==> src/rtl/ahb_slave_arbiter_pkg.sv <==
// Shared types and helpers for the per-slave AHB arbiter.
//   htrans_e       : HTRANS encodings
//   hburst_e       : HBURST encodings
//   arb_state_e    : arbiter FSM states
//   burst_beats_m1 : fixed-length burst size minus one (0 for SINGLE/INCR)
//   mid_width      : owner index width, never below 1
package ahb_slave_arbiter_pkg;

   typedef enum logic [1:0] {
      HTRANS_IDLE   = 2'd0,
      HTRANS_BUSY   = 2'd1,
      HTRANS_NONSEQ = 2'd2,
      HTRANS_SEQ    = 2'd3
   } htrans_e;

   typedef enum logic [2:0] {
      HBURST_SINGLE = 3'd0,
      HBURST_INCR   = 3'd1,
      HBURST_WRAP4  = 3'd2,
      HBURST_INCR4  = 3'd3,
      HBURST_WRAP8  = 3'd4,
      HBURST_INCR8  = 3'd5,
      HBURST_WRAP16 = 3'd6,
      HBURST_INCR16 = 3'd7
   } hburst_e;

   typedef enum logic [1:0] {
      ST_IDLE   = 2'd0,
      ST_OWNED  = 2'd1,
      ST_BURST  = 2'd2,
      ST_LOCKED = 2'd3
   } arb_state_e;

   localparam int BURST_CNT_W = 4;

   function automatic logic [BURST_CNT_W-1:0] burst_beats_m1(input hburst_e hburst);
      logic [BURST_CNT_W-1:0] beats;
      case (hburst)
         HBURST_WRAP4,  HBURST_INCR4:  beats = 4'd3;
         HBURST_WRAP8,  HBURST_INCR8:  beats = 4'd7;
         HBURST_WRAP16, HBURST_INCR16: beats = 4'd15;
         default:                      beats = 4'd0;
      endcase
      return beats;
   endfunction

   function automatic int mid_width(input int n);
      return (n > 1) ? $clog2(n) : 1;
   endfunction

endpackage

==> src/rtl/ahb_slave_arbiter_if.sv <==
// Bus bundle between the master-side request logic and the slave arbiter.
//   req/htrans/hburst/hmastlock : per-channel address-phase request info
//   hready                      : HREADYOUT of the slave
//   sel_addr/sel_data           : one-hot address/data phase selects
//   hmaster/grant_vld           : current owner index and owner-valid flag
// Modports: master = request/ready driver side, slave = arbiter side.
interface ahb_slave_arbiter_if
   import ahb_slave_arbiter_pkg::*;
#(
   parameter int CHANNEL_NUM = 2
);
   localparam int MID_W = mid_width(CHANNEL_NUM);

   logic [CHANNEL_NUM-1:0]       req;
   logic [CHANNEL_NUM-1:0][1:0]  htrans;
   logic [CHANNEL_NUM-1:0][2:0]  hburst;
   logic [CHANNEL_NUM-1:0]       hmastlock;
   logic                         hready;
   logic [CHANNEL_NUM-1:0]       sel_addr;
   logic [CHANNEL_NUM-1:0]       sel_data;
   logic [MID_W-1:0]             hmaster;
   logic                         grant_vld;

   modport master (
      output req, htrans, hburst, hmastlock, hready,
      input  sel_addr, sel_data, hmaster, grant_vld
   );

   modport slave (
      input  req, htrans, hburst, hmastlock, hready,
      output sel_addr, sel_data, hmaster, grant_vld
   );

endinterface

==> src/rtl/ahb_slave_arbiter_pick.sv <==
// Combinational winner selection for the slave arbiter (module ahb_arb_pick).
//   req     : per-channel request vector
//   rr_ptr  : round-robin search start (only with AHB_ARB_ROUND_ROBIN_EN)
//   gnt     : one-hot winner, all-zero when nobody requests
//   gnt_idx : winner index
//   gnt_any : at least one request present
// Macro AHB_ARB_ROUND_ROBIN_EN selects round-robin; otherwise the lowest
// requesting index wins.
module ahb_arb_pick
   import ahb_slave_arbiter_pkg::*;
#(
   parameter int CHANNEL_NUM = 2,
   parameter int MID_W       = mid_width(CHANNEL_NUM)
) (
   input  logic [CHANNEL_NUM-1:0] req,
`ifdef AHB_ARB_ROUND_ROBIN_EN
   input  logic [MID_W-1:0]       rr_ptr,
`endif
   output logic [CHANNEL_NUM-1:0] gnt,
   output logic [MID_W-1:0]       gnt_idx,
   output logic                   gnt_any
);

`ifdef AHB_ARB_ROUND_ROBIN_EN
   always_comb begin
      int cand;
      gnt     = '0;
      gnt_idx = '0;
      gnt_any = 1'b0;
      cand    = 0;
      for (int k = 0; k < CHANNEL_NUM; k++) begin
         // walk the ring starting at rr_ptr; subtraction keeps the wrap exact
         // for channel counts that are not a power of two
         cand = int'(rr_ptr) + k;
         if (cand >= CHANNEL_NUM) cand = cand - CHANNEL_NUM;
         if (!gnt_any && req[cand]) begin
            gnt_any   = 1'b1;
            gnt[cand] = 1'b1;
            gnt_idx   = MID_W'(cand);
         end
      end
   end
`else
   always_comb begin
      gnt     = '0;
      gnt_idx = '0;
      gnt_any = 1'b0;
      for (int k = 0; k < CHANNEL_NUM; k++) begin
         if (!gnt_any && req[k]) begin
            gnt_any = 1'b1;
            gnt[k]  = 1'b1;
            gnt_idx = MID_W'(k);
         end
      end
   end
`endif

endmodule

==> src/rtl/ahb_slave_arbiter.sv <==
// Per-slave arbiter of the multi-layer AHB interconnect. Produces the
// registered one-hot address-phase select for the slave payload mux and the
// one-cycle-delayed data-phase select for HWDATA / response routing.
// Ownership is held across fixed-length bursts, undefined-length INCR bursts
// and locked sequences; all registers update only when hready is high.
//   HCLK    : interconnect clock
//   HRESETn : asynchronous active-low reset
//   bus     : ahb_slave_arbiter_if.slave (requests in, selects out)
// Macro AHB_ARB_ROUND_ROBIN_EN: round-robin arbitration (default: fixed
// priority, lowest index wins).
//
// state     | meaning
// ----------+---------------------------------------------------------------
// ST_IDLE   | no owner, sel_addr = 0, grant on any request
// ST_OWNED  | owner on a single transfer or last beat; next move decided here
// ST_BURST  | fixed-length burst in flight, burst_cnt = SEQ beats remaining
// ST_LOCKED | owner holds HMASTLOCK, grant frozen until it drops
module ahb_slave_arbiter
   import ahb_slave_arbiter_pkg::*;
#(
   parameter int CHANNEL_NUM = 2
) (
   input  logic                HCLK,
   input  logic                HRESETn,
   ahb_slave_arbiter_if.slave  bus
);

   localparam int MID_W = mid_width(CHANNEL_NUM);

   arb_state_e              state_q, state_d;
   logic [BURST_CNT_W-1:0]  burst_cnt_q, burst_cnt_d;
   logic [CHANNEL_NUM-1:0]  sel_addr_q, sel_addr_d;
   logic [CHANNEL_NUM-1:0]  sel_data_q, sel_data_d;
   logic [MID_W-1:0]        hmaster_q, hmaster_d;
   logic                    grant_vld_q, grant_vld_d;

   logic [CHANNEL_NUM-1:0]  pick_gnt;
   logic [MID_W-1:0]        pick_idx;
   logic                    pick_any;

   htrans_e                 own_trans;
   hburst_e                 own_burst;
   logic                    own_lock;
   logic                    eval_owned;
   logic                    arbitrate;

`ifdef AHB_ARB_ROUND_ROBIN_EN
   logic [MID_W-1:0]        rr_ptr_q, rr_ptr_d;
`endif

   ahb_arb_pick #(
      .CHANNEL_NUM (CHANNEL_NUM),
      .MID_W       (MID_W)
   ) u_pick (
      .req     (bus.req),
`ifdef AHB_ARB_ROUND_ROBIN_EN
      .rr_ptr  (rr_ptr_q),
`endif
      .gnt     (pick_gnt),
      .gnt_idx (pick_idx),
      .gnt_any (pick_any)
   );

   assign own_trans = htrans_e'(bus.htrans[hmaster_q]);
   assign own_burst = hburst_e'(bus.hburst[hmaster_q]);
   assign own_lock  = bus.hmastlock[hmaster_q];

   always_comb begin
      state_d     = state_q;
      burst_cnt_d = burst_cnt_q;
      sel_addr_d  = sel_addr_q;
      sel_data_d  = sel_data_q;
      hmaster_d   = hmaster_q;
      grant_vld_d = grant_vld_q;
`ifdef AHB_ARB_ROUND_ROBIN_EN
      rr_ptr_d    = rr_ptr_q;
`endif
      eval_owned  = 1'b0;
      arbitrate   = 1'b0;

      if (bus.hready) begin
         // data phase follows the address phase that was just accepted
         sel_data_d = (own_trans == HTRANS_NONSEQ || own_trans == HTRANS_SEQ) ?
                      sel_addr_q : '0;

         unique case (state_q)
            ST_IDLE:   arbitrate  = 1'b1;
            ST_OWNED:  eval_owned = 1'b1;
            ST_BURST: begin
               case (own_trans)
                  HTRANS_SEQ: begin
                     if (burst_cnt_q <= BURST_CNT_W'(1)) begin
                        burst_cnt_d = '0;
                        // a lock raised on the last beat keeps the grant
                        state_d     = own_lock ? ST_LOCKED : ST_OWNED;
                     end else begin
                        burst_cnt_d = burst_cnt_q - BURST_CNT_W'(1);
                     end
                  end
                  HTRANS_BUSY: ;
                  default: begin
                     // early termination: treat this cycle as a fresh decision
                     burst_cnt_d = '0;
                     eval_owned  = 1'b1;
                  end
               endcase
            end
            ST_LOCKED: if (!own_lock) state_d = ST_OWNED;
         endcase

         if (eval_owned) begin
            if (own_trans == HTRANS_NONSEQ &&
                burst_beats_m1(own_burst) != '0) begin
               burst_cnt_d = burst_beats_m1(own_burst);
               state_d     = ST_BURST;
            end else if (own_trans == HTRANS_SEQ || own_trans == HTRANS_BUSY ||
                         (own_trans == HTRANS_NONSEQ && own_burst == HBURST_INCR)) begin
               // undefined-length INCR: keep the owner until IDLE or a new NONSEQ
               state_d = ST_OWNED;
            end else if (own_lock) begin
               state_d = ST_LOCKED;
            end else begin
               arbitrate = 1'b1;
            end
         end

         if (arbitrate) begin
            if (pick_any) begin
               sel_addr_d  = pick_gnt;
               hmaster_d   = pick_idx;
               grant_vld_d = 1'b1;
               state_d     = ST_OWNED;
`ifdef AHB_ARB_ROUND_ROBIN_EN
               rr_ptr_d    = (pick_idx == MID_W'(CHANNEL_NUM - 1)) ?
                             '0 : pick_idx + MID_W'(1);
`endif
            end else begin
               sel_addr_d  = '0;
               grant_vld_d = 1'b0;
               state_d     = ST_IDLE;
            end
         end
      end
   end

   always_ff @(posedge HCLK or negedge HRESETn) begin
      if (!HRESETn) begin
         state_q     <= ST_IDLE;
         burst_cnt_q <= '0;
         sel_addr_q  <= '0;
         sel_data_q  <= '0;
         hmaster_q   <= '0;
         grant_vld_q <= 1'b0;
`ifdef AHB_ARB_ROUND_ROBIN_EN
         rr_ptr_q    <= '0;
`endif
      end else begin
         state_q     <= state_d;
         burst_cnt_q <= burst_cnt_d;
         sel_addr_q  <= sel_addr_d;
         sel_data_q  <= sel_data_d;
         hmaster_q   <= hmaster_d;
         grant_vld_q <= grant_vld_d;
`ifdef AHB_ARB_ROUND_ROBIN_EN
         rr_ptr_q    <= rr_ptr_d;
`endif
      end
   end

   assign bus.sel_addr  = sel_addr_q;
   assign bus.sel_data  = sel_data_q;
   assign bus.hmaster   = hmaster_q;
   assign bus.grant_vld = grant_vld_q;

endmodule

==> src/flat_wrapper.sv <==
// flat-port wrapper written by rule: the top's interface ports become plain ports
module ahb_slave_arbiter_flat import ahb_slave_arbiter_pkg::*;
#(
   parameter int CHANNEL_NUM = 2
)
  (HCLK, HRESETn, bus_req, bus_htrans, bus_hburst, bus_hmastlock, bus_hready, bus_sel_addr, bus_sel_data, bus_hmaster, bus_grant_vld);
  ahb_slave_arbiter_if #(.CHANNEL_NUM(CHANNEL_NUM)) bus_i ();
  input  logic HCLK;
  input  logic HRESETn;
  input wire logic [$bits(bus_i.req)-1:0] bus_req;
  input wire logic [$bits(bus_i.htrans)-1:0] bus_htrans;
  input wire logic [$bits(bus_i.hburst)-1:0] bus_hburst;
  input wire logic [$bits(bus_i.hmastlock)-1:0] bus_hmastlock;
  input wire logic [$bits(bus_i.hready)-1:0] bus_hready;
  output wire logic [$bits(bus_i.sel_addr)-1:0] bus_sel_addr;
  output wire logic [$bits(bus_i.sel_data)-1:0] bus_sel_data;
  output wire logic [$bits(bus_i.hmaster)-1:0] bus_hmaster;
  output wire logic [$bits(bus_i.grant_vld)-1:0] bus_grant_vld;
  assign bus_i.req = bus_req;
  assign bus_i.htrans = bus_htrans;
  assign bus_i.hburst = bus_hburst;
  assign bus_i.hmastlock = bus_hmastlock;
  assign bus_i.hready = bus_hready;
  assign bus_sel_addr = bus_i.sel_addr;
  assign bus_sel_data = bus_i.sel_data;
  assign bus_hmaster = bus_i.hmaster;
  assign bus_grant_vld = bus_i.grant_vld;
  ahb_slave_arbiter #(.CHANNEL_NUM(CHANNEL_NUM)) u_core (.HCLK(HCLK), .HRESETn(HRESETn), .bus(bus_i));
endmodule
==> config.mk <==
export PLATFORM = sky130hd
export DESIGN_NAME = ahb_slave_arbiter_flat
export DESIGN_NICKNAME = d
export VERILOG_FILES = /design/src/rtl/ahb_slave_arbiter_pkg.sv /design/src/rtl/ahb_slave_arbiter_if.sv /design/src/rtl/ahb_slave_arbiter_pick.sv /design/src/rtl/ahb_slave_arbiter.sv /design/src/flat_wrapper.sv
export SDC_FILE = /design/constraint.sdc
export NUM_CORES = 1
export LEC_CHECK = 0
export CAP_MARGIN = 5
export CORE_MARGIN = 2
export CORE_UTILIZATION = 50
export CTS_BUF_LIST = sky130_fd_sc_hd__clkbuf_16
export CTS_CLUSTER_DIAMETER = 120
export CTS_CLUSTER_SIZE = 12
export DETAILED_ROUTE_END_ITERATION = 8
export GPL_ROUTABILITY_DRIVEN = 0
export GPL_TIMING_DRIVEN = 1
export PLACE_DENSITY = 0.79
export SETUP_SLACK_MARGIN = 0.15
export SYNTH_ARGS = -nofsm -noshare
export SYNTH_HDL_FRONTEND = slang
export SYNTH_SLANG_ARGS = --single-unit
==> constraint.sdc <==
create_clock -name HCLK -period 2.7 [get_ports HCLK]
set_input_delay 0.27 -clock HCLK [delete_from_list [all_inputs] [get_ports HCLK]]
set_output_delay 0.27 -clock HCLK [all_outputs]
set_load 0.05 [all_outputs]
Word-level counts from Yosys, hierarchy flattened. Index checks and enable logic that the tools add are counted.

Add/subtract/negate cells: 1. $lt $le $gt $ge: 2. Equality and inequality tests: 13. Muxes and demuxes: 40. Reductions and logical operators: 15.

Operator list (count): 2-bit two-way mux (13); 4-bit two-way mux (6); 1-bit two-way mux (15); 3-bit == test, second input constant (4); 4-bit case mux with 3 select lines (1); 2-bit == test, second input constant (4); 4-bit case mux with 2 select lines (1); 2-bit OR reduction (4); 3-bit by 2-bit == test with 1-bit output, second input constant (2); 3-bit two-way mux (2); 2-bit by 1-bit == test with 1-bit output, second input constant (2); 4-bit by 1-bit less-or-equal comparator with 1-bit output, second input constant (1); 2-bit case mux with 2 select lines (1); 4-bit nonzero test (1); 4-bit by 1-bit subtractor with 4-bit output, second input constant (1); 3-bit by 1-bit == test with 1-bit output, second input constant (1); 1-bit logical AND (3); 1-bit logical OR (3); 3-bit AND reduction (1); 2-bit logical NOT (1); 1-bit by 2-bit < comparator with 1-bit output, second input constant (1); 1-bit case mux with 2 select lines (1); 2-bit AND reduction (1); 1-bit logical NOT (1).

Register bits after elaboration: 12. Output and inout port bits: 6. Word-level logic and storage cells: 77.

Logic depth before layout (Yosys ltp). Gate-level depths: netlist of the first run.

Depth after elaboration: 15. Mapped depth: 8.

Modules after synthesis. A second synthesis of the first run with hierarchy kept.

Cells, all modules: 119. Area, all modules: 1027.2 um^2.

By module, submodules not included: ahb_slave_arbiter (times used 1, cells an instance 115, area an instance 999.7 um^2); ahb_arb_pick (times used 1, cells an instance 4, area an instance 27.5 um^2).

Least setup slack after synthesis of the first run. No wires, ideal clock.

Path type: flip-flop to flip-flop. Start point: register u_core.hmaster_q, in the netlist u_core.bus.hmaster. End point: register u_core.sel_addr_q[0], in the netlist u_core.bus.sel_addr[0]. Arrival: 1.914 ns. Slack: 0.661 ns. Stages on the path, launching flop included: 7. Buffers on the path: 1. Period minus slack after synthesis: 2.039 ns. Cell sequence: dfrtp_1 buf_6 mux2i_1 nor3b_1 o211a_1 o21ai_2 mux2_4.

Cells in the longest elaborated chain, start to end: 13. Elaborated cells on any way between the ends: 37. Classes of those cells: 10 x eq/ne; 17 x mux; 10 x reduce/logical.

RTL lines: start: declaration (RTL line ahb_slave_arbiter.sv:34) `logic [MID_W-1:0] hmaster_q, hmaster_d;`; start signal: assignment (RTL line ahb_slave_arbiter.sv:162) `hmaster_q <= hmaster_d;`; 3-bit two-way mux (implied by the code) (2 in series) (RTL line ahb_slave_arbiter.sv:65) `assign own_burst = hburst_e'(bus.hburst[hmaster_q]);`; 3-bit == test / 3-bit by 2-bit == test with 1-bit output (equally long branches) (RTL line ahb_slave_arbiter_pkg.sv:38) `case (hburst)`; 2-bit OR reduction (RTL line ahb_slave_arbiter_pkg.sv:38); 4-bit case mux with 3 select lines (RTL line ahb_slave_arbiter_pkg.sv:38); 4-bit two-way mux (RTL line ahb_slave_arbiter.sv:111) `if (eval_owned) begin`; 4-bit two-way mux (RTL line ahb_slave_arbiter.sv:81) `if (bus.hready) begin`; 4-bit nonzero test (RTL line ahb_slave_arbiter.sv:113) `burst_beats_m1(own_burst) != '0) begin`; 1-bit logical AND (RTL line ahb_slave_arbiter.sv:112) `if (own_trans == HTRANS_NONSEQ &&`; 1-bit two-way mux (RTL line ahb_slave_arbiter.sv:112); 1-bit two-way mux * (RTL line ahb_slave_arbiter.sv:111); 1-bit two-way mux * (RTL line ahb_slave_arbiter.sv:81); 2-bit AND reduction (no line) *; end signal: assignment (RTL line ahb_slave_arbiter.sv:160) `sel_addr_q <= sel_addr_d;`; end: declaration (RTL line ahb_slave_arbiter.sv:32) `logic [CHANNEL_NUM-1:0] sel_addr_q, sel_addr_d;`.

Mark *: on every way between the ends. The rest lies on a longest branch, timed or not. The select of a mux whose other input is x is not followed. A chain may end at the register's enable or synchronous reset.

Final worst setup path of the first run.
Start point: register u_core.state_q[1]. End point: register u_core.sel_addr_q[1], in the netlist u_core.bus.sel_addr[1].

Cells in the longest elaborated chain, start to end: 8. Elaborated cells on any way between the ends: 12. Classes of those cells: 2 x eq/ne; 8 x mux; 2 x reduce/logical.

RTL lines: start: declaration (RTL line ahb_slave_arbiter.sv:30) `arb_state_e state_q, state_d;`; start signal: assignment (RTL line ahb_slave_arbiter.sv:158) `state_q <= state_d;`; 2-bit logical NOT (RTL line ahb_slave_arbiter.sv:86) `unique case (state_q)`; 1-bit two-way mux (RTL line ahb_slave_arbiter.sv:86); 1-bit two-way mux (RTL line ahb_slave_arbiter.sv:120) `end else if (own_lock) begin`; 1-bit two-way mux (RTL line ahb_slave_arbiter.sv:116) `end else if (own_trans == HTRANS_SEQ || own_trans == HTRANS_BUSY ||`; 1-bit two-way mux (RTL line ahb_slave_arbiter.sv:112); 1-bit two-way mux * (RTL line ahb_slave_arbiter.sv:111); 1-bit two-way mux * (RTL line ahb_slave_arbiter.sv:81); 2-bit AND reduction (no line) *.

Marks and branches as above.

==> out/summary.txt, run 1 <==
IR drop worst, VDD -> 0.801 mV
Port bufs -> 22
Ys Warns -> 0
Die area -> 0.00251 mm²
Leak -> 0.597 nW
Layout area overhead -> 27.1%
Worst-Skew Late Latency -> 0.23 ns
First-pass GRT wire length -> 3.95 mm
Final WS setup -> 0.456 ns
R2R Setup Slk -> 0.46 ns
Total global routing overflow -> 0
Worst EP arrival -> 2.36 ns
Total Nets Final -> 161
Initial DRC count -> 33
Number of max-cap violations -> 0
Slowest-stage cell, CP -> dfrtp_1
Worst-path fanout max -> 8
Critical path's top delay family -> compound AO/OA/AOI/OAI gates
Dominant synthesized flop cell -> dfrtp_1
CP Buf/Inv Count -> 1
Total Wirelength -> 2.29 mm
Die Wd -> 50.1 µm
DP HPWL -> 1.75 mm
Async SR Flop Fraction -> 100%
Footprint of the multi-input gates -> 689 µm²
Worst-margin pin slew -> 0.601 ns
CP required -> 2.82 ns
Root buf cell -> clkbuf_16
Syn nets -> 138
GR peak layer -> met2
Sink Count -> 12
#FFs+latches synth -> 12
I/O pin total -> 23
Wire per inst -> 14.1 µm
ANT nets after route -> 0
Yosys cell types -> 45
Detailed Routing Iterations Pass 1 -> 4
Seq. cell area -> 300 µm²
Core area -> 0.00198 mm²
# setup viols final -> 0
RSZ-0062 raised after global routing -> no
Post-CTS Resized -> 0
Slew Viols, Final -> 0
Total setup buffers inserted after CTS -> 0
Clock period minus worst slack -> 2.24 ns
Initial antenna violation count -> 0
H-tree depth -> 1
Pin count of the biggest net entering global routing -> 22
HP Class -> in2async
Initial Utilization -> 53.5%
FMAX -> 0.446 GHz
Critical Setup Path Class -> reg2reg
Vias in the first global route -> 956
TritonCTS clock tree -> yes
Relative slew slack -> 60.0%
M3 GR Usage -> 2.12%
Status -> completed
Syn_area_per_cell -> 9.31 µm²
Met2 GRT Util -> 32.0%
Sequential element share of the synthesized area -> 28.3%
Post-cts hold buffer count -> 0
Rows -> 16
Crit path cell chain -> inv_1 > ha_1 > and2_1 > a32o_1 > o211a_1 > o21ai_2 > mux2_4
Fin. Hold Viols -> 0
Vias -> 944
GRT Util Overall -> 20.0%
EDFF count, synth -> 0
Part of the cycle the worst path needs -> 83.1%
Clock buffer depth -> 2
Via/cell ratio -> 5.83
Reg clk slew, reported paths -> 0.04 ns
CP Capture Type -> flip-flop
Mapped Cells -> 114
DIE HEIGHT -> 50.1 µm
Met1 Usage GRT -> 27.6%
# diodes -> 0
Pre-CTS setup slack -> 0.485 ns
CTS Buf Count -> 3
Cell Pwr Density -> 1040 mW/mm²
Layout cells sized above 1 -> 10.4%
Startpoint types -> flip-flop
Setup Skew -> 0.00306 ns
CP max stage delay -> 0.45 ns
Number of filler cells placed in the layout -> 141
Drc violations -> 0
Synthesized area -> 0.00106 mm²
Setup TNS -> 0 ns
==> through the flow <==
step / power [W] / cells / utilization [%] / area (µm²) / hold slack (ns)
floorplan: 0.000967 / 114 / - / 1060 / -0.0256
global placement: 0.00114 / 159 / 64.3 / 1270 / 0.474
detailed placement: 0.00114 / 159 / 64.3 / 1270 / 0.477
CTS: 0.00142 / 162 / 68.1 / 1350 / 0.411
global route: 0.00152 / 162 / 68.1 / 1350 / 0.443
finish: 0.00141 / 162 / 68.1 / 1350 / 0.391
==> area by class of cell <==
| class | count | area share [%] |
|---|---|---|
| inverter | 8 | 2.23 |
| clock buffer | 3 | 5.57 |
| timing repair buffer | 22 | 16.3 |
| sequential | 12 | 22.3 |
| tap | 27 | 2.50 |
| multi-input combinational | 90 | 51.1 |
==> state kept, by name, indices dropped and copies added (netlist names) <==
signal / count
u_core.bus.hmaster: 1
u_core.bus.sel_data: 2
u_core.state_q: 2
u_core.burst_cnt_q: 4
u_core.bus.sel_addr: 2
u_core.bus.grant_vld: 1
==> synthesized netlist by cell type (3+ instances only) <==
| library cell | number | share of area [%] |
|---|---|---|
| dfrtp_1 | 12 | 28 |
| inv_1 | 8 | 2.8 |
| nand2_1 | 8 | 2.8 |
| ha_1 | 7 | 8.3 |
| o21ai_0 | 7 | 3.3 |
| nor2_1 | 5 | 1.8 |
| nand3b_1 | 4 | 2.8 |
| a21oi_1 | 3 | 1.4 |
| buf_6 | 3 | 3.2 |
| mux2i_1 | 3 | 2.8 |
| nand3_1 | 3 | 1.4 |
| nor2b_1 | 3 | 1.8 |
| nor3b_1 | 3 | 2.1 |
| o21ai_1 | 3 | 1.4 |
| o2bb2ai_1 | 3 | 2.5 |
==> logic make-up after synthesis <==
group                      Yosys count  share of synthesized area [%]
DFF                                 12                           28.3
buffers and inverters               12                           6.72
adders and majority gates            7                           8.25
muxes                                5                           5.66
AOI/OAI and AO/OA                   41                           30.2
and+or+nand+nor                     37                           20.9
==> power by group <==
group	total [W]	internal, W	switching, W
Combinational	0.000766	0.000349	0.000417
Clock	0.000256	0.000192	0.0000647
Sequential	0.000385	0.000263	0.000121
Total	0.00141	0.000804	0.000603
==> path summary, 6_finish.rpt <==
kind                       cells after the start                    from                     end
setup / recovery                               7       u_core.state_q[1]  u_core.bus.sel_addr[1]
hold / removal                                 1                 HRESETn  u_core.bus.sel_addr[1]
setup reg to reg                               7       u_core.state_q[1]  u_core.bus.sel_addr[1]
hold reg to reg                                1  u_core.bus.sel_data[1]  u_core.bus.sel_data[1]
max in group asynchronous                      1                 HRESETn   u_core.burst_cnt_q[1]
min in group HCLK                              1  u_core.bus.sel_data[1]  u_core.bus.sel_data[1]
==> layout by cell type (no fill, tap or decap), types with 3 or more instances in the layout <==
master,instances
nor2_1,5
nor2b_1,3
ha_1,7
clkdlybuf4s50_1,22
nand2_1,8
o21ai_1,3
nor3b_1,3
mux2i_1,3
inv_1,8
o21ai_0,7
o2bb2ai_1,3
dfrtp_1,12
nand3b_1,4
clkbuf_16,3
nand3_1,3
a21oi_1,3
==> layer usage <==
metal / wire (µm) / up-vias / part of all wire [%]
li1: - / 479 / -
met1: 1120 / 435 / 49
met2: 1030 / 28 / 45
met3: 126 / 2 / 5.5
met4: 13 / 0 / 0.57
met5: 0 / - / 0
Note: power is estimated with default switching activity, not from simulation.
==> inputs of run 2 (changes only) <==
clock period = 2.33 ns   (was 2.7 ns; I/O delays follow)
==> run 2 against run 1 <==
Against the previous run:
- flip-flop and latch count stayed put
- critical path type unchanged
- critical path depth stayed put
- combinational power is 28% higher
- largest cell class unchanged
- largest power group unchanged
==> out/summary.txt, run 2 (synthesis results as in run 1) <==
Status -> completed
Critical Setup Path Class -> reg2reg
Layout area overhead -> 32.2%
Worst EP arrival -> 2.22 ns
Layout cells sized above 1 -> 17.1%
CP max stage delay -> 0.38 ns
Number of max-cap violations -> 0
Pin count of the biggest net entering global routing -> 15
Critical path's top delay family -> compound AO/OA/AOI/OAI gates
DP HPWL -> 1.89 mm
Total Wirelength -> 2.63 mm
Initial antenna violation count -> 0
Die Wd -> 50.1 µm
Fin. Hold Viols -> 0
Initial DRC count -> 28
Relative slew slack -> 62.7%
Reg clk slew, reported paths -> 0.04 ns
Drc violations -> 0
CP Buf/Inv Count -> 1
Worst-margin pin slew -> 0.557 ns
CTS Buf Count -> 3
Number of filler cells placed in the layout -> 146
Rows -> 16
Wire per inst -> 15.7 µm
Via/cell ratio -> 5.85
Setup TNS -> 0 ns
Most frequent cells in the layout -> clkdlybuf4s50_1 (22), dfrtp_1 (10), nand2_1 (8)
ANT nets after route -> 0
H-tree depth -> 1
TritonCTS clock tree -> yes
Worst-Skew Late Latency -> 0.24 ns
Detailed Routing Iterations Pass 1 -> 4
Port bufs -> 22
Total Nets Final -> 165
Clock period minus worst slack -> 2.10 ns
DIE HEIGHT -> 50.1 µm
Root buf cell -> clkbuf_16
I/O pin total -> 23
GRT Util Overall -> 23.6%
Initial Utilization -> 53.5%
CP Depth -> 7
CP required -> 2.45 ns
Die area -> 0.00251 mm²
Setup Skew -> 0.00125 ns
Placed Cells -> 161
Core Util, Final -> 70.8%
First-pass GRT wire length -> 4.57 mm
# setup viols final -> 0
Largest Register -> u_core.burst_cnt_q
CP Capture Type -> flip-flop
Slowest-stage cell, CP -> dfrtp_1
Fin cells -> 167
Commonest non-fill, non-tap cell in the layout -> clkdlybuf4s50_1
Leak -> 0.619 nW
Largest register FFs -> 4
FMAX -> 0.476 GHz
Sink Count -> 12
HP Class -> in2async
Vias -> 977
Cell Pwr Density -> 1230 mW/mm²
# diodes -> 0
RSZ-0062 raised after global routing -> no
Reg2reg path depth -> 7
R2R Setup Slk -> 0.23 ns
Part of the cycle the worst path needs -> 90.1%
Slew Viols, Final -> 0
Vias in the first global route -> 967
Post-cts hold buffer count -> 0
Crit path cell chain -> inv_1 > ha_1 > and2_1 > a32o_2 > o211a_4 > o21ai_4 > mux2_4
Total global routing overflow -> 0
Core area -> 0.00198 mm²
Clock buffer depth -> 2
Worst-path fanout max -> 7
IR drop worst, VDD -> 0.912 mV
Startpoint types -> flip-flop
run 2: layer usage:
metal  wire, µm  track usage (%)
met1       1310             32.1
met2       1190             38.4
met3        107             2.42
met4         25             8.33
met5          0                0
run 2: cell type report:
type	count	area (µm²)	area share, %
clock buffer	3	75.1	5.35
clock inverter	1	3.75	0.268
multi-input combinational	90	707	50.4
inverter	8	30.0	2.14
sequential	12	303	21.6
tap	27	33.8	2.41
timing repair buffer	26	250	17.8
run 2: path summary, 6_finish.rpt:
path / start / endpoint
min reg2reg: u_core.bus.sel_data[1] / u_core.bus.sel_data[1]
max in group asynchronous: HRESETn / u_core.state_q[1]
max: u_core.state_q[0] / u_core.bus.sel_addr[1]
min in group HCLK: u_core.bus.sel_data[1] / u_core.bus.sel_data[1]
min: HRESETn / u_core.bus.sel_addr[1]
max reg2reg: u_core.state_q[0] / u_core.bus.sel_addr[1]
run 2: power breakdown:
part           internal [W]  switching, W
logic              0.000450      0.000535
clock network      0.000225     0.0000838
registers          0.000310      0.000126
total              0.000984      0.000744
run 2: worst register-to-register path: stages (launching register included):
cell and delay (ns):
dfrtp_1 0.38, inv_1 0.10, ha_1 0.32, and2_1 0.16
a32o_2 0.31, o211a_4 0.18, o21ai_4 0.21, mux2_4 0.32
run 2: timing repair:
action	4_1_cts	5_1_grt
cloned	0	0
endpoints found under the setup margin	2	5
setup buffers	0	2
pin swaps	0	1
gates resized for setup	2	5
run 2: per-stage QoR:
stage                     area [µm²]  setup WS, ns  power (W)  hold WS, ns
after floorplan                 1060         0.291    0.00112      -0.0626
after global placement          1290         0.157    0.00133        0.477
after detailed placement        1290         0.105    0.00135        0.481
after CTS                       1380         0.177    0.00169        0.364
after global routing            1400         0.160    0.00185        0.403
final                           1400         0.230    0.00173        0.352
==> inputs of run 3 (changes only) <==
GPL_TIMING_DRIVEN = 0   (was 1)
==> run 3 against run 2 <==
Against the previous run:
- first-iteration DRC count is 21% higher
- largest cell class unchanged
- global-route usage shrank 1.1 points
- flip-flop and latch count unchanged
- critical path depth unchanged
- total power increased by 5.7%
- setup slack improved by 0.0023 ns
- sequential power decreased by 5.1%
- count of clock-buffer cells in the layout is the same
- via count rose by 8.3%
- routed wire length rose by 6.3%
- register-to-register slack hardly changed
- utilization increased by 2.7 points
==> out/summary.txt, run 3 (synthesis results as in run 1) <==
Status -> completed
Worst-path fanout max -> 8
Placed inst area -> 0.00132 mm²
RR Endpoint -> u_core.bus.sel_addr[0]
Rows -> 16
Total Nets Final -> 170
Number of max-cap violations -> 0
Initial Utilization -> 53.5%
CTS Buf Count -> 3
Via/cell ratio -> 6.15
I/O pin total -> 23
First-pass GRT wire length -> 4.35 mm
Worst-Skew Late Latency -> 0.24 ns
Drc violations -> 0
Post-cts hold buffer count -> 0
H-tree depth -> 1
# setup viols final -> 0
IR drop worst, VDD -> 1.12 mV
Most frequent cells in the layout -> clkdlybuf4s50_1 (22), dfrtp_1 (11), nand2_1 (8)
Leak -> 0.648 nW
Die area -> 0.00251 mm²
Critical Setup Path Class -> reg2reg
Vias in the first global route -> 976
Total global routing overflow -> 0
Detailed Routing Iterations Pass 1 -> 4
Startpoint types -> flip-flop
Wire per inst -> 16.2 µm
ANT nets after route -> 0
Setup Skew -> 0.00309 ns
Initial antenna violation count -> 0
Root buf cell -> clkbuf_16
DIE HEIGHT -> 50.1 µm
R2R Setup Slk -> 0.23 ns
FMAX -> 0.477 GHz
Reg2reg start -> u_core.state_q[1]
Relative slew slack -> 63.7%
Layout area overhead -> 37.3%
# diodes -> 0
Worst-margin pin slew -> 0.543 ns
Sink Count -> 12
Core area -> 0.00198 mm²
Part of the cycle the worst path needs -> 90.0%
Cell Pwr Density -> 1250 mW/mm²
Largest Register -> u_core.burst_cnt_q
Die Wd -> 50.1 µm
HP Class -> in2async
CP Capture Type -> flip-flop
GRT Util Overall -> 22.5%
Vias -> 1058
Initial DRC count -> 34
Clock buffer depth -> 2
Worst EP arrival -> 2.22 ns
Port bufs -> 22
Reg clk slew, reported paths -> 0.04 ns
Commonest non-fill, non-tap cell in the layout -> clkdlybuf4s50_1
Fin. Hold Viols -> 0
DP HPWL -> 1.83 mm
Pin count of the biggest net entering global routing -> 13
CP Capture Point -> u_core.bus.sel_addr[0]
Crit path launch -> u_core.state_q[1]
Reg2reg path depth -> 7
Layout cells sized above 1 -> 19.3%
Setup TNS -> 0 ns
RSZ-0062 raised after global routing -> no
Slew Viols, Final -> 0
Total Wirelength -> 2.79 mm
CP required -> 2.45 ns
Post-Layout Inst Area -> 0.00146 mm²
Clock period minus worst slack -> 2.10 ns
TritonCTS clock tree -> yes
Largest register FFs -> 4
run 3: cell count changes in the layout (fill, tap and decap cells not counted):
| cell | before | now |
|---|---|---|
| buf_4 | 4 | 6 |
| dfrtp_2 | 2 | 1 |
| and2_1 | 1 | 2 |
| buf_6 | 0 | 3 |
| o32ai_1 | 2 | 1 |
| dfrtp_1 | 10 | 11 |
| o32ai_2 | 0 | 1 |
| and2_2 | 1 | 0 |
run 3: final cells by class:
| class | instances | area [µm²] |
|---|---|---|
| Multi-Input combinational cell | 90 | 713 |
| Buffer | 4 | 41.3 |
| Clock inverter | 1 | 3.75 |
| Inverter | 8 | 30.0 |
| Clock buffer | 3 | 75.1 |
| Fill cell | 128 | 526 |
| Timing Repair Buffer | 27 | 258 |
| Tap cell | 27 | 33.8 |
| Sequential cell | 12 | 302 |
run 3: stage by stage:
| step | hold slack (ns) | power [W] | setup slack (ns) | utilization (%) | std cells |
|---|---|---|---|---|---|
| after floorplan | -0.0626 | 0.00112 | 0.291 | - | 114 |
| after global placement | 0.477 | 0.00137 | 0.144 | 66.4 | 163 |
| after detailed placement | 0.479 | 0.00138 | 0.102 | 66.4 | 163 |
| after CTS | 0.368 | 0.00173 | 0.167 | 70.8 | 167 |
| after global routing | 0.403 | 0.00194 | 0.176 | 73.5 | 172 |
| final | 0.352 | 0.00183 | 0.233 | 73.5 | 172 |
run 3: where the power goes:
| part | switching, W | total, W | internal, W |
|---|---|---|---|
| Combinational | 0.000595 | 0.00110 | 0.000505 |
| Clock | 0.0000873 | 0.000313 | 0.000226 |
| Sequential | 0.000105 | 0.000413 | 0.000308 |
| Total | 0.000788 | 0.00183 | 0.00104 |
run 3: worst min path at each step:
stage	from	end	slack (ns)	cells after the start
floorplan	HRESETn	u_core.burst_cnt_q[0]	-0.06	0
global placement	u_core.bus.sel_data[0]	u_core.bus.sel_data[0]	0.48	1
detailed placement	u_core.bus.sel_data[0]	u_core.bus.sel_data[0]	0.48	1
CTS	HRESETn	u_core.bus.grant_vld	0.37	1
global route	HRESETn	u_core.bus.hmaster	0.40	1
finish	HRESETn	u_core.bus.sel_addr[0]	0.35	1
run 3: worst max-delay path: stages, from the launching register on:
cell and delay [ns]:
dfrtp_2 0.43, inv_2 0.08, ha_1 0.30, and2_1 0.16, a32o_2 0.31, o211a_4 0.17
o21ai_4 0.20, mux2_4 0.32
run 3: metal layers:
layer	vias to the layer above	wire length [µm]	GRT usage (%)
li1	495	-	-
met1	519	1220	29.1
met2	38	1360	38.6
met3	6	164	3.64
met4	0	53	5.56
met5	-	0	0
run 3: repair_timing:
action / CTS / global route
pin swaps: 0 / 1
resized for setup: 2 / 4
buffers inserted: 0 / 5
endpoints found under the setup margin: 2 / 4
